$ cat src/rtl/mod3_serial_tx.sv
// mod3_serial_tx
// Serial transmitter for residue-coded frames. A DATA_W-bit payload is
// shifted out MSB-first, followed by a 2-bit check field chosen so that
// the whole (DATA_W+2)-bit frame, read as an unsigned number, is a
// multiple of 3. The downstream serial remainder-by-3 detector therefore
// sees "divisible" on the last check bit of every correct frame.
//
// Frame timing (one bit per clock, all outputs registered):
//   edge 0        : start accepted in IDLE, payload captured
//   cycles 1..W   : payload bits, MSB first          (state DATA)
//   cycle  W+1    : check bit c[1]                   (state CHK1)
//   cycle  W+2    : check bit c[0], frame_done = 1   (state CHK0)
//   cycle  W+3    : mandatory IDLE cycle, start may be accepted here
//
// Check arithmetic: 4 == 1 (mod 3), so data*4 + c == data + c (mod 3).
// Choosing c = (3 - data mod 3) mod 3 makes the frame divisible by 3:
//   residue 0 -> 2'b00, residue 1 -> 2'b10, residue 2 -> 2'b01.
// The check field 2'b11 is never produced.

module mod3_serial_tx #(
  parameter int DATA_W = 8
) (
  input  logic              i_clk,
  input  logic              i_rst,
  input  logic [DATA_W-1:0] i_data_in,
  input  logic              i_start,
  output logic              o_busy,
  output logic              o_ser_out,
  output logic              o_ser_valid,
  output logic              o_frame_done
);

  // Counter wide enough to hold DATA_W-1 (the index of the MSB).
  localparam int CNT_W = (DATA_W > 2) ? $clog2(DATA_W) : 1;

  // The state names what is currently on o_ser_out, because every output
  // is registered alongside the state transition that produces it.
  typedef enum logic [1:0] {
    ST_IDLE = 2'd0,
    ST_DATA = 2'd1,
    ST_CHK1 = 2'd2,
    ST_CHK0 = 2'd3
  } state_t;

  state_t             r_state;
  logic [DATA_W-1:0]  r_shift;    // payload bits not yet emitted, MSB-aligned
  logic [CNT_W-1:0]   r_cnt;      // bit index of the payload bit now on o_ser_out
  logic [1:0]         r_residue;  // value of the emitted prefix mod 3, always 0..2
  logic [1:0]         r_chk;      // check field held for the two CHK cycles

  // Residue of a prefix after appending one bit: (2r + b) mod 3, kept in
  // three states so the value 3 can never appear.
  function automatic logic [1:0] residue_step(input logic [1:0] r, input logic b);
    logic [1:0] n;
    case (r)
      2'd0:    n = b ? 2'd1 : 2'd0;   // 0 + b
      2'd1:    n = b ? 2'd0 : 2'd2;   // 2 + b
      2'd2:    n = b ? 2'd2 : 2'd1;   // 4 + b
      default: n = 2'd0;              // unreachable encoding, recover to 0
    endcase
    return n;
  endfunction

  // Check field that completes a payload of residue r to a multiple of 3.
  function automatic logic [1:0] check_code(input logic [1:0] r);
    logic [1:0] c;
    case (r)
      2'd0:    c = 2'b00;
      2'd1:    c = 2'b10;
      2'd2:    c = 2'b01;
      default: c = 2'b00;
    endcase
    return c;
  endfunction

  logic [1:0] w_residue_next;
  assign w_residue_next = residue_step(r_residue, o_ser_out);

  // Frame sequencer: state, datapath and registered outputs in one process.
  // NOTE: every register here is assigned with <= so all of them update from
  // the same pre-edge values; a blocking = would let later statements see
  // half-updated state and make the result depend on statement order.
  always_ff @(posedge i_clk) begin
    if (i_rst) begin
      // A reset mid-frame simply drops the frame; no frame_done is emitted.
      // The shift register is cleared too so no stale payload survives a
      // reset, even though it is reloaded on every accepted start.
      r_state      <= ST_IDLE;
      r_shift      <= '0;
      r_cnt        <= '0;
      r_residue    <= 2'd0;
      r_chk        <= 2'b00;
      o_busy       <= 1'b0;
      o_ser_out    <= 1'b0;
      o_ser_valid  <= 1'b0;
      o_frame_done <= 1'b0;
    end else begin
      case (r_state)
        ST_IDLE: begin
          o_frame_done <= 1'b0;
          if (i_start) begin
            // MSB goes straight to the output; the rest waits in r_shift.
            r_shift     <= {i_data_in[DATA_W-2:0], 1'b0};
            r_cnt       <= CNT_W'(DATA_W - 1);
            r_residue   <= 2'd0;
            o_ser_out   <= i_data_in[DATA_W-1];
            o_ser_valid <= 1'b1;
            o_busy      <= 1'b1;
            r_state     <= ST_DATA;
          end else begin
            o_ser_out   <= 1'b0;
            o_ser_valid <= 1'b0;
            o_busy      <= 1'b0;
          end
        end

        ST_DATA: begin
          // Fold the bit on the wire this cycle into the running residue.
          r_residue <= w_residue_next;
          if (r_cnt == '0) begin
            // The LSB is on the wire: the residue now covers the whole
            // payload, so the check field is known.
            r_chk     <= check_code(w_residue_next);
            o_ser_out <= check_code(w_residue_next) >> 1;
            r_state   <= ST_CHK1;
          end else begin
            o_ser_out <= r_shift[DATA_W-1];
            r_shift   <= r_shift << 1;
            r_cnt     <= r_cnt - CNT_W'(1);
          end
        end

        ST_CHK1: begin
          o_ser_out    <= r_chk[0];
          o_frame_done <= 1'b1;
          r_state      <= ST_CHK0;
        end

        ST_CHK0: begin
          // start is ignored here; the IDLE cycle that follows is mandatory.
          o_ser_out    <= 1'b0;
          o_ser_valid  <= 1'b0;
          o_busy       <= 1'b0;
          o_frame_done <= 1'b0;
          r_state      <= ST_IDLE;
        end

        default: begin
          r_state      <= ST_IDLE;
          o_ser_out    <= 1'b0;
          o_ser_valid  <= 1'b0;
          o_busy       <= 1'b0;
          o_frame_done <= 1'b0;
        end
      endcase
    end
  end

endmodule

$ cat config.mk
export PLATFORM = sky130hd
export DESIGN_NAME = mod3_serial_tx
export DESIGN_NICKNAME = d
export VERILOG_FILES = /design/src/rtl/mod3_serial_tx.sv
export SDC_FILE = /design/constraint.sdc
export NUM_CORES = 1
export LEC_CHECK = 0
export CAP_MARGIN = 0
export CORE_UTILIZATION = 40
export DETAILED_ROUTE_END_ITERATION = 12
export MAX_ROUTING_LAYER = met4
export PLACE_DENSITY = 0.71
export REMOVE_ABC_BUFFERS = 1
export SYNTH_ARGS = -nofsm -noshare
export SYNTH_HDL_FRONTEND = slang
export SYNTH_SLANG_ARGS = --single-unit
$ cat constraint.sdc
create_clock -name i_clk -period 1.3 [get_ports i_clk]
set_input_delay 0.325 -clock i_clk [delete_from_list [all_inputs] [get_ports i_clk]]
set_output_delay 0.325 -clock i_clk [all_outputs]
set_load 0.01 [all_outputs]
Yosys cells after proc, flatten, opt, wreduce, memory -nomap -nowiden. Index checks and enable logic that the tools add are counted. W data, S select, Z words.

Register bits: 19. Bits of input ports: 11. Output and inout port bits: 4.

Add/subtract/negate cells: 1. Eq/ne operators: 10. Multiplexer cells: 22. Reduce and logical (&&, ||, !) cells: 11.

Operators with widths (count): $mux W8 (2); $pmux W8 S2 (1); $mux W2 (5); $eq A2 B2 Y1 const B (4); $pmux W2 S2 (2); $pmux W2 S4 (1); $eq A2 B1 Y1 const B (3); $mux W3 (2); $ne A2 B2 Y1 const B (3); $pmux W2 S3 (1); $pmux W3 S2 (1); $reduce_and A2 Y1 (3); $reduce_bool A2 Y1 (3); $logic_not A2 Y1 (2); $mux W1 (4); $pmux W1 S2 (2); $pmux W1 S4 (1); $logic_not A3 Y1 (1); $reduce_and A3 Y1 (1); $sub A3 B1 Y3 const B (1); $reduce_or A2 Y1 (1).

Logic depth before layout (Yosys ltp). Gate-level depths: netlist of the first run.

Word-level depth: 6. Gate-level depth with buffers: 6. Depth with buffers taken out: 5.

Worst setup path before layout of the first run. Ideal clock, no wire load.

Path type: register to register. Start point: register r_state[0]. End point: register r_shift[2]. Library setup time: 134 ps. Arrival: 1284 ps. Path slack: -118 ps. Cell stages (with the launch flop): 7. Buffers on the path: 1. Period minus slack after synthesis: 1418 ps. Path through: dfxtp_1 inv_1 ha_1 buf_6 mux2_4 a21oi_1 a211oi_1.

Longest elaborated chain between the ends: 3. Elaborated cells on any way between the ends: 7. Those cells by class: eq/ne: 3; mux: 1; reduce/logical: 3.

Ends and longest elaborated chain: start: declaration (line 45) `state_t r_state;`; start signal: assignment (line 88) `r_state <= ST_IDLE;`; start signal: assignment (line 109) `r_state <= ST_DATA;`; start signal: assignment (line 125) `r_state <= ST_CHK1;`; $eq A2 B1 Y1 / $logic_not A2 Y1 (equally long branches) (line 98) `case (r_state)`; $ne A2 B2 Y1 (no source line) / $reduce_bool A2 Y1 (equally long branches); $reduce_and A3 Y1 (no source line); end signal: assignment (line 103) `r_shift <= {i_data_in[DATA_W-2:0], 1'b0};`; end signal: assignment (line 128) `r_shift <= r_shift << 1;`; end: declaration (line 46) `logic [DATA_W-1:0] r_shift;`.

Several ways; a longest one is shown, not always the timed one. A chain may end at the register's enable or synchronous reset.

Final worst setup path of the first run. Ends and elaborated chain as after synthesis.

==> results_dict.tcl, run 1 <==
set metrics [dict create \
    worst_ep_required_time_ns 1.48 \
    crit_path_cell_trace "inv_4 -> ha_4 -> mux2_4 -> a21oi_2 -> a211oi_2" \
    fraction_of_power_consumed_by_sequential_logic_pct 27.8 \
    routed_wl_um 2509 \
    tritoncts_clock_tree "yes" \
    die_w_um 51.59 \
    grt_util_all_layers_pct 21.21 \
    synth_xor_area_share_pct 0.8906 \
    drv_slew 0 \
    netSwitchingFraction_pct 39.98 \
    groute.layer.met3.usage_pct 2.632 \
    cts_max_level 1 \
    synth_top_family_by_area "compound AO/OA/AOI/OAI gates" \
    detail_route.iter0.violations 23 \
    worstSetupStartpointType "flip-flop" \
    syn_avg_cell_area_um2 9.642 \
    critical_path.slowest_cell "dfxtp_4" \
    post_synth_num_cell_types 33 \
    area.growth.synth_to_final_pct 47.07 \
    timing.final.hold_violations 0 \
    end_kind "flip-flop" \
    failed_checks "negative setup slack" \
    max_slew.worst_pin.slew_ns 0.2964 \
    finalCoreUtilization_pct 64.15 \
    row_count 17 \
    mapped_area_um2 983.4 \
    chipHeight_um 51.59 \
    yosysSeqAreaShare_pct 36.64 \
    port_buffers 14 \
    grt_util_met1_pct 28.85 \
    first_global_vias 879 \
    yosys_warnings 0 \
    synth_adder_area_share_pct 8.906 \
    area_share_of_and_or_nand_nor_cells_after_synthesis_pct 14.25 \
    report.final.setup_viol 8 \
    finalHoldWorstSlack_ns 0.4887 \
    insertion_delay_ns 0.29 \
    cts.reportedPaths.clkPinSlew_ns 0.10 \
    net-switching-power_uw 1419 \
    outcome "complete, but fails checks" \
    yosys-mux-area-fraction_pct 11.07 \
    clock_sinks 18 \
    cap_violations 0 \
    sequential_cell_area_um2 366.6 \
    grt_first_pass_wirelength_um 4098 \
    share_clk_of_total_power_pct 9.8 \
    worst-setup-path-type "flip-flop to flip-flop" \
    drive_gt1_share_pct 37.68 \
    fmax_mhz 737.5 \
    placedCellCount 160 \
    static-leakage-power_uw 0.0005891 \
    critical_path.max_fanout 8 \
    layout.cells.most_common_list "buf_4, dfxtp_1, clkdlybuf4s50_1, mux2i_1, a21oi_2" \
    final.min_clock_period_ns 1.356 \
    final_routed_wire_length_divided_by_cell_count_um 15.11 \
    combinationalPowerShare_pct 62.5 \
    grt_start_max_net_pins 11 \
    num-fill-cells 187 \
    crit_family "flip-flops" \
    cts_hold_buf 0 \
    design.die.area_um2 2661 \
    io_pins 15 \
    cellPowerDensity_nw_per_um2 2454 \
    register_bit_count_reported_by_yosys 18 \
    final_antenna_net_count 0 \
    clock_tree.root_cell "clkbuf_4" \
    fin_worst_skew_ns 0.002430 \
    gp_congestion 0.7690 \
    core_region_area_um2 2255 \
    internal_power_uw 2131 \
    peakVddDrop_mv 1.341 \
    cts-root-to-sink-buffers 2 \
    routed-via-count 869 \
    cts_inserted_buffers 3 \
    antenna_cells_inserted 0 \
    worstHoldPathType "flip-flop to flip-flop" \
    drt_first_pass_iters 4 \
    half_perimeter_wire_length_after_placement_um 1789 \
    crit_arrival_ns 1.54 \
    drt-vias-per-instance 5.235 \
    final_common_cell "buf_4" \
    slew-limit-headroom_pct 80.20 \
    grt_setup_unrepaired "true" \
    fin_cells 166 \
    antenna_found_initial 0 \
    multiInputGateArea_um2 669.4 \
    worst_path_largest_cell_delay_ns 0.41 \
    fin_crit_sh_pct 104.3 \
    globalRouteMet2Util_pct 32.03 \
    nNetsFinal 157 \
    grt.overflow.total 0 \
    detail_route.drc_violations 0 \
    synth_compound_area_share_pct 21.76 \
    post_synth_inst_count 102 \
    setup_ws_ns -0.05602 \
    busiest_layer "met2" \
    initial_core_util_pct 43.62 \
    critPathBufInv 1 \
]
-- synth_stat cells --
| master | number | share of area [%] |
|---|---|---|
| nor3_1 | 1 | 0.51 |
| ha_1 | 7 | 8.9 |
| nand2b_1 | 2 | 1.3 |
| clkbuf_1 | 1 | 0.38 |
| nor2_1 | 3 | 1.1 |
| inv_1 | 6 | 2.3 |
| o32ai_1 | 1 | 0.89 |
| a41oi_1 | 2 | 1.8 |
| o211a_1 | 1 | 1.0 |
| mux2_4 | 1 | 1.5 |
| o21ai_0 | 3 | 1.5 |
| a211oi_1 | 6 | 4.6 |
| nand3b_1 | 2 | 1.5 |
| nor2_2 | 1 | 0.64 |
| nor3b_1 | 2 | 1.5 |
| nand2_1 | 5 | 1.9 |
| a21boi_0 | 1 | 0.76 |
| and3b_4 | 1 | 1.3 |
| nand4b_1 | 2 | 1.8 |
| mux2i_2 | 1 | 1.4 |
| a311oi_2 | 1 | 1.5 |
| a21oi_1 | 13 | 6.6 |
| xor2_1 | 1 | 0.89 |
| nand3_1 | 1 | 0.51 |
| a211o_1 | 1 | 0.89 |
| and3b_1 | 1 | 0.89 |
| dfxtp_1 | 18 | 37 |
| buf_6 | 2 | 2.3 |
| o21a_1 | 2 | 1.5 |
| mux2i_1 | 8 | 8.1 |
| o22ai_1 | 1 | 0.64 |
| buf_4 | 2 | 1.5 |
| nor2b_1 | 2 | 1.3 |
-- cell families (layout without fill, tap and decap cells) --
group,count (synthesis),count (layout)
AOI/OAI and AO/OA,32,32
xor gates and xnor gates,1,1
adders and majority gates,7,7
buffers and inverters,11,47
DFF,18,18
muxes,10,10
and+or+nand+nor,23,23
-- final timing paths --
path                            slack, ns  cells past startpoint         end       start
worst max register to register      -0.06                      5  r_shift[2]  r_state[0]
worst min-delay path                 0.49                      1    r_cnt[1]    r_cnt[1]
worst max-delay path                -0.06                      5  r_shift[2]  r_state[0]
worst min register to register       0.49                      1    r_cnt[1]    r_cnt[1]
-- sequential cells by signal (all words and copies together) (netlist names) --
signal        cells
r_residue         2
o_ser_out         1
r_shift           7
o_ser_valid       1
r_cnt             3
r_chk             1
r_state           2
o_frame_done      1
-- power by group through the flow --
stage                     Clock (uW)  Combinational (uW)  Sequential (uW)
final                            347                2220              985
after CTS                        357                2020              972
after detailed placement           0                1800              933
after floorplan                    0                1020              936
after global routing             390                2390             1010
after global placement             0                1750              923
-- timing repair --
action | 4_1_cts | 5_1_grt
buffers inserted | 2 | 2
pin swaps | 12 | 3
gates resized for setup | 27 | 10
setup endpoints to repair | 20 | 18
-- stage by stage --
stage	total power, uW	setup TNS (ns)	area (um^2)	worst slack [ns]
after global routing	3792	-0.8046	1446	-0.09969
after CTS	3352	-0.01890	1393	-0.01070
after detailed placement	2735	-3.420	1275	-0.2744
after floorplan	1952	-3.955	942.2	-0.3607
after global placement	2675	-2.800	1275	-0.2328
final	3550	-0.2000	1446	-0.05602
-- area by class of cell --
class / instances / area share [%]
multi-input combinational: 73 / 46.28
sequential: 18 / 25.35
timing repair buffer: 37 / 21.54
clock buffer: 4 / 2.509
tap: 28 / 2.422
inverter: 6 / 1.903
-- layer usage --
| layer | part of all wire [%] | wire length, um |
|---|---|---|
| met5 | 0 | 0 |
| met4 | 1.1 | 27 |
| met3 | 1.4 | 36 |
| met2 | 49 | 1232 |
| met1 | 48 | 1212 |
No activity file was read; power rests on OpenSTA's default activity.
==> run 2: changes to the inputs <==
--- a/config.mk
+++ b/config.mk
@@ -8,8 +8,6 @@
 export CAP_MARGIN = 0
 export CORE_UTILIZATION = 40
 export DETAILED_ROUTE_END_ITERATION = 12
-export MAX_ROUTING_LAYER = met4
-export PLACE_DENSITY = 0.71
 export REMOVE_ABC_BUFFERS = 1
 export SYNTH_ARGS = -nofsm -noshare
 export SYNTH_HDL_FRONTEND = slang
==> run 2 against run 1 <==
Net effect:
- the run still ends with negative setup slack left
- fmax down 0.61%
- via count shrank 0.12%
- hold slack worse by 0.022 ns
- global-route usage shrank 2.3 points
- final area down 0.69%
- critical path type unchanged
==> results_dict.tcl, run 2 (synthesis results as in run 1) <==
set metrics [dict create \
    slew-limit-headroom_pct 79.84 \
    final_antenna_net_count 0 \
    biggestRegsByFlops "r_shift (7), r_cnt (3)" \
    clock_sinks 18 \
    grt_setup_unrepaired "true" \
    report.final.setup_viol 8 \
    combinationalPowerShare_pct 61.6 \
    num-fill-cells 205 \
    placement.setup.worst_slack_ns -0.2700 \
    detail_route.iter0.violations 6 \
    worst_ep_required_time_ns 1.48 \
    fin_cells 161 \
    final_common_cell "dfxtp_1" \
    grt_first_pass_wirelength_um 3801 \
    insertion_delay_ns 0.29 \
    row_count 17 \
    grt.overflow.total 0 \
    flip_flop_count_of_the_largest_register_all_copies_and_words_added 7 \
    clock_tree.root_cell "clkbuf_4" \
    drv_slew 0 \
    internal_power_uw 2084 \
    io_pins 15 \
    worst-setup-path-type "flip-flop to flip-flop" \
    share_clk_of_total_power_pct 10.0 \
    half_perimeter_wire_length_after_placement_um 1589 \
    grt_util_all_layers_pct 18.93 \
    first_global_vias 901 \
    drt_first_pass_iters 4 \
    static-leakage-power_uw 0.0005760 \
    initial_core_util_pct 43.62 \
    end_kind "flip-flop" \
    worstReg2RegEnd "r_shift[2]" \
    chipHeight_um 51.59 \
    worstReg2RegStart "r_state[1]" \
    cellPowerDensity_nw_per_um2 2385 \
    cts-root-to-sink-buffers 2 \
    hp-start "i_start" \
    detail_route.drc_violations 0 \
    cts.reportedPaths.clkPinSlew_ns 0.10 \
    fin_worst_skew_ns 0.002504 \
    worst_reg_to_reg_setup_slack_ns -0.06 \
    port_buffers 14 \
    crit_arrival_ns 1.54 \
    fmax_mhz 733.0 \
    max_slew.worst_pin.slew_ns 0.3018 \
    netSwitchingFraction_pct 39.17 \
    area.growth.synth_to_final_pct 46.06 \
    final.min_clock_period_ns 1.364 \
    routed_wl_um 2267 \
    holdPathEnd "r_shift[1]" \
    fraction_of_power_consumed_by_sequential_logic_pct 28.4 \
    worstHoldPathType "input port to flip-flop" \
    peakVddDrop_mv 1.561 \
    drive_gt1_share_pct 39.85 \
    placedCellCount 157 \
    cap_violations 0 \
    worstSetupStartpointType "flip-flop" \
    core_region_area_um2 2255 \
    grt_start_max_net_pins 13 \
    die_w_um 51.59 \
    routed-via-count 868 \
    fin_crit_sh_pct 104.9 \
    cts_inserted_buffers 3 \
    failed_checks "negative setup slack" \
    cts_hold_buf 0 \
    drt-vias-per-instance 5.391 \
    design.die.area_um2 2661 \
    gp_congestion 0.7052 \
    final_routed_wire_length_divided_by_cell_count_um 14.08 \
    worst_hold_path.num_cells 3 \
    outcome "complete, but fails checks" \
    rr_worst_depth 6 \
    top_register "r_shift" \
    critical_path.max_fanout 8 \
    antenna_found_initial 0 \
    layout.cells.most_common_list "dfxtp_1, buf_4, clkdlybuf4s50_1, mux2i_1, a21oi_2" \
    tritoncts_clock_tree "yes" \
    cts_max_level 1 \
    nNetsFinal 152 \
    net-switching-power_uw 1342 \
    timing.final.hold_violations 0 \
    antenna_cells_inserted 0 \
    setup_ws_ns -0.06427 \
]
-- run 2: changes by cell type in the layout (fill, tap and decap cells not counted), sizes merged --
cell           before  now
dlygate4sd2         3    4
buf                23   18
clkdlybuf4s15       1    0
-- run 2: routing by layer --
metal	global-route usage, %	share of wire (%)
met4	6.757	1.2
met3	2.924	3.8
met5	0	0
met1	22.00	44
met2	34.63	51
-- run 2: timing repair --
item,4_1_cts,5_1_grt
gates resized for setup,36,9
buffers inserted,1,0
pin swaps,14,1
setup endpoints to repair,19,15
-- run 2: worst max-delay path by stage --
stage               startpoint         end  slack [ns]
CTS                 r_state[1]  r_shift[2]       -0.04
detailed placement     i_start    r_cnt[1]       -0.27
global route        r_state[1]  r_shift[2]       -0.13
global placement       i_start    r_cnt[1]       -0.25
floorplan           r_state[1]   o_ser_out       -0.36
finish              r_state[1]  r_shift[2]       -0.06
-- run 2: area by class of cell --
class	instances	area [um^2]	area share, %
Inverter	6	27.53	1.916
Multi-Input combinational cell	73	670.6	46.69
Clock buffer	4	36.28	2.526
Timing Repair Buffer	32	300.3	20.91
Sequential cell	18	366.6	25.52
Tap cell	28	35.03	2.439
-- run 2: per-stage QoR --
step / instance area [um^2] / hold slack (ns) / util [%] / total power, uW / setup TNS (ns)
floorplan: 942.2 / 0.3929 / - / 1952 / -3.955
global placement: 1265 / 0.4658 / 56.10 / 2648 / -3.022
detailed placement: 1265 / 0.4774 / 56.10 / 2679 / -3.589
CTS: 1410 / 0.4978 / 62.54 / 3366 / -0.2225
global route: 1436 / 0.4862 / 63.71 / 3699 / -1.087
finish: 1436 / 0.4667 / 63.71 / 3426 / -0.3111
-- run 2: critical path: stages, from the launching register on --
cell and delay, ns:
dfxtp_2 0.37, inv_4 0.05, ha_4 0.16, buf_6 0.12, mux2_4 0.34, a21oi_2 0.16, a211oi_2 0.04
-- run 2: power by group through the flow --
stage               combinational (uW)  sequential (uW)  clock [uW]
floorplan                         1020              936           0
global placement                  1720              925           0
detailed placement                1750              926           0
CTS                               2050              962         351
global route                      2320             1000         379
finish                            2110              973         342
==> run 3: changes to the inputs <==
--- a/config.mk
+++ b/config.mk
@@ -6,8 +6,9 @@
 export NUM_CORES = 1
 export LEC_CHECK = 0
 export CAP_MARGIN = 0
-export CORE_UTILIZATION = 40
+export CORE_UTILIZATION = 45
 export DETAILED_ROUTE_END_ITERATION = 12
+export PLACE_DENSITY = 0.71
 export REMOVE_ABC_BUFFERS = 1
 export SYNTH_ARGS = -nofsm -noshare
 export SYNTH_HDL_FRONTEND = slang
==> run 3 against run 2 <==
Net effect:
- highest routed layer unchanged
- the run still ends with negative setup slack left
- clock power increased by 4%
- largest cell class unchanged
- die area decreased by 11%
- sequential power increased by 0.8%
==> results_dict.tcl, run 3 (synthesis results as in run 1) <==
set metrics [dict create \
    drt-vias-per-instance 5.542 \
    cts.reportedPaths.clkPinSlew_ns 0.11 \
    flip_flop_count_of_the_largest_register_all_copies_and_words_added 7 \
    peakVddDrop_mv 1.576 \
    first_global_vias 930 \
    design.die.area_um2 2377 \
    finalSetupTns_ns -0.4249 \
    worst_hold_path.num_cells 1 \
    core_region_area_um2 2002 \
    final_antenna_net_count 0 \
    detail_route.iter0.violations 4 \
    routed_wl_um 2600 \
    detail_route.drc_violations 0 \
    cts_max_level 1 \
    layout.cells.most_common_list "buf_4, dfxtp_1, clkdlybuf4s50_1, mux2i_1, a21oi_2" \
    antenna_found_initial 0 \
    io_pins 15 \
    area.growth.synth_to_final_pct 52.54 \
    crit_arrival_ns 1.58 \
    fin_cells 166 \
    final_common_cell "buf_4" \
    insertion_delay_ns 0.30 \
    final_routed_wire_length_divided_by_cell_count_um 15.66 \
    row_count 16 \
    setup_ws_ns -0.09037 \
    die_w_um 48.75 \
    timing.final.hold_violations 0 \
    initial_core_util_pct 49.12 \
    gp_congestion 0.9287 \
    critical_path.max_fanout 6 \
    grt_util_all_layers_pct 21.99 \
    grt_first_pass_wirelength_um 3891 \
    fin_worst_skew_ns 0.008177 \
    grt.overflow.total 0 \
    outcome "complete, but fails checks" \
    max_slew.worst_pin.slew_ns 0.5147 \
    drt_first_pass_iters 4 \
    cts-root-to-sink-buffers 2 \
    clock_tree.root_cell "clkbuf_4" \
    drive_gt1_share_pct 41.73 \
    slew-limit-headroom_pct 65.61 \
    fin_crit_sh_pct 107.0 \
    placement.setup.worst_slack_ns -0.3122 \
    busiest_layer "met2" \
    half_perimeter_wire_length_after_placement_um 1652 \
    num-fill-cells 142 \
    placedCellCount 156 \
    worst-setup-path-type "flip-flop to flip-flop" \
    top_register "r_shift" \
    grt_start_max_net_pins 13 \
    worstHoldPathType "flip-flop to flip-flop" \
    cap_violations 0 \
    nNetsFinal 158 \
    groute.layer.met3.usage_pct 5.660 \
    chipHeight_um 48.75 \
    cts_hold_buf 0 \
    static-leakage-power_uw 0.0005973 \
    rr_worst_depth 8 \
    tritoncts_clock_tree "yes" \
    port_buffers 14 \
    cts_inserted_buffers 3 \
    biggestRegsByFlops "r_shift (7), r_cnt (3)" \
    drv_slew 0 \
    grt_util_met1_pct 22.18 \
    grt_setup_unrepaired "true" \
    worstSetupStartpointType "flip-flop" \
    fmax_mhz 719.2 \
    end_kind "flip-flop" \
    cellPowerDensity_nw_per_um2 2480 \
    antenna_cells_inserted 0 \
    clock_sinks 18 \
    failed_checks "negative setup slack" \
    final.min_clock_period_ns 1.390 \
    routed-via-count 920 \
    globalRouteMet2Util_pct 40.51 \
    worst_ep_required_time_ns 1.49 \
    report.final.setup_viol 12 \
]
## run 3: cell count changes in the layout (fill, tap and decap cells not counted), sizes merged
cell	delta
buf	+6
clkdlybuf4s15	+2
dlygate4sd2	-2
clkdlybuf4s50	+1
dlymetal6s2s	-1
## run 3: routing by layer
layer	up-vias	part of all wire (%)	routed length (um)
met5	-	0	0
li1	449	-	-
met2	22	52	1342
met4	0	3.1	80
met3	10	2.8	74
met1	439	42	1103
## run 3: stage by stage
step / power (uW) / hold WS, ns / util [%] / cell area (um^2)
floorplan: 1952 / 0.3929 / - / 942.2
global placement: 2672 / 0.4558 / 63.13 / 1264
CTS: 3456 / 0.4941 / 70.94 / 1420
finish: 3721 / 0.4791 / 74.94 / 1500
global route: 3969 / 0.5161 / 74.94 / 1500
detailed placement: 2728 / 0.4759 / 63.13 / 1264
## run 3: worst paths after layout
path               from    endpoint  slack [ns]
max          r_state[1]  r_shift[6]       -0.09
max reg2reg  r_state[1]  r_shift[6]       -0.09
min reg2reg    r_cnt[1]    r_cnt[1]        0.48
min            r_cnt[1]    r_cnt[1]        0.48
## run 3: final cells by class
class / instances / area (um^2) / area share [%]
Multi-Input combinational cell: 73 / 686.9 / 45.79
Sequential cell: 18 / 366.6 / 24.44
Timing Repair Buffer: 38 / 349.1 / 23.27
Clock buffer: 4 / 36.28 / 2.419
Tap cell: 27 / 33.78 / 2.252
Inverter: 6 / 27.53 / 1.835
## run 3: what timing repair did
action                                  CTS  global route
pin swaps                                10            10
endpoints found under the setup margin   20            18
setup buffers                             5             2
gates resized for setup                  30            17
## run 3: where the power goes
part	internal [uW]	total (uW)	switching, uW
combinational	1280	2380	1100
clock	171	356	185
sequential	793	981	188
## run 3: critical path: stages (launching register included)
cell and delay (ns):
dfxtp_2 0.35, inv_4 0.08, ha_4 0.17, buf_6 0.10
nand3b_1 0.11, buf_6 0.16, buf_4 0.13, a21oi_2 0.13
a211oi_2 0.04
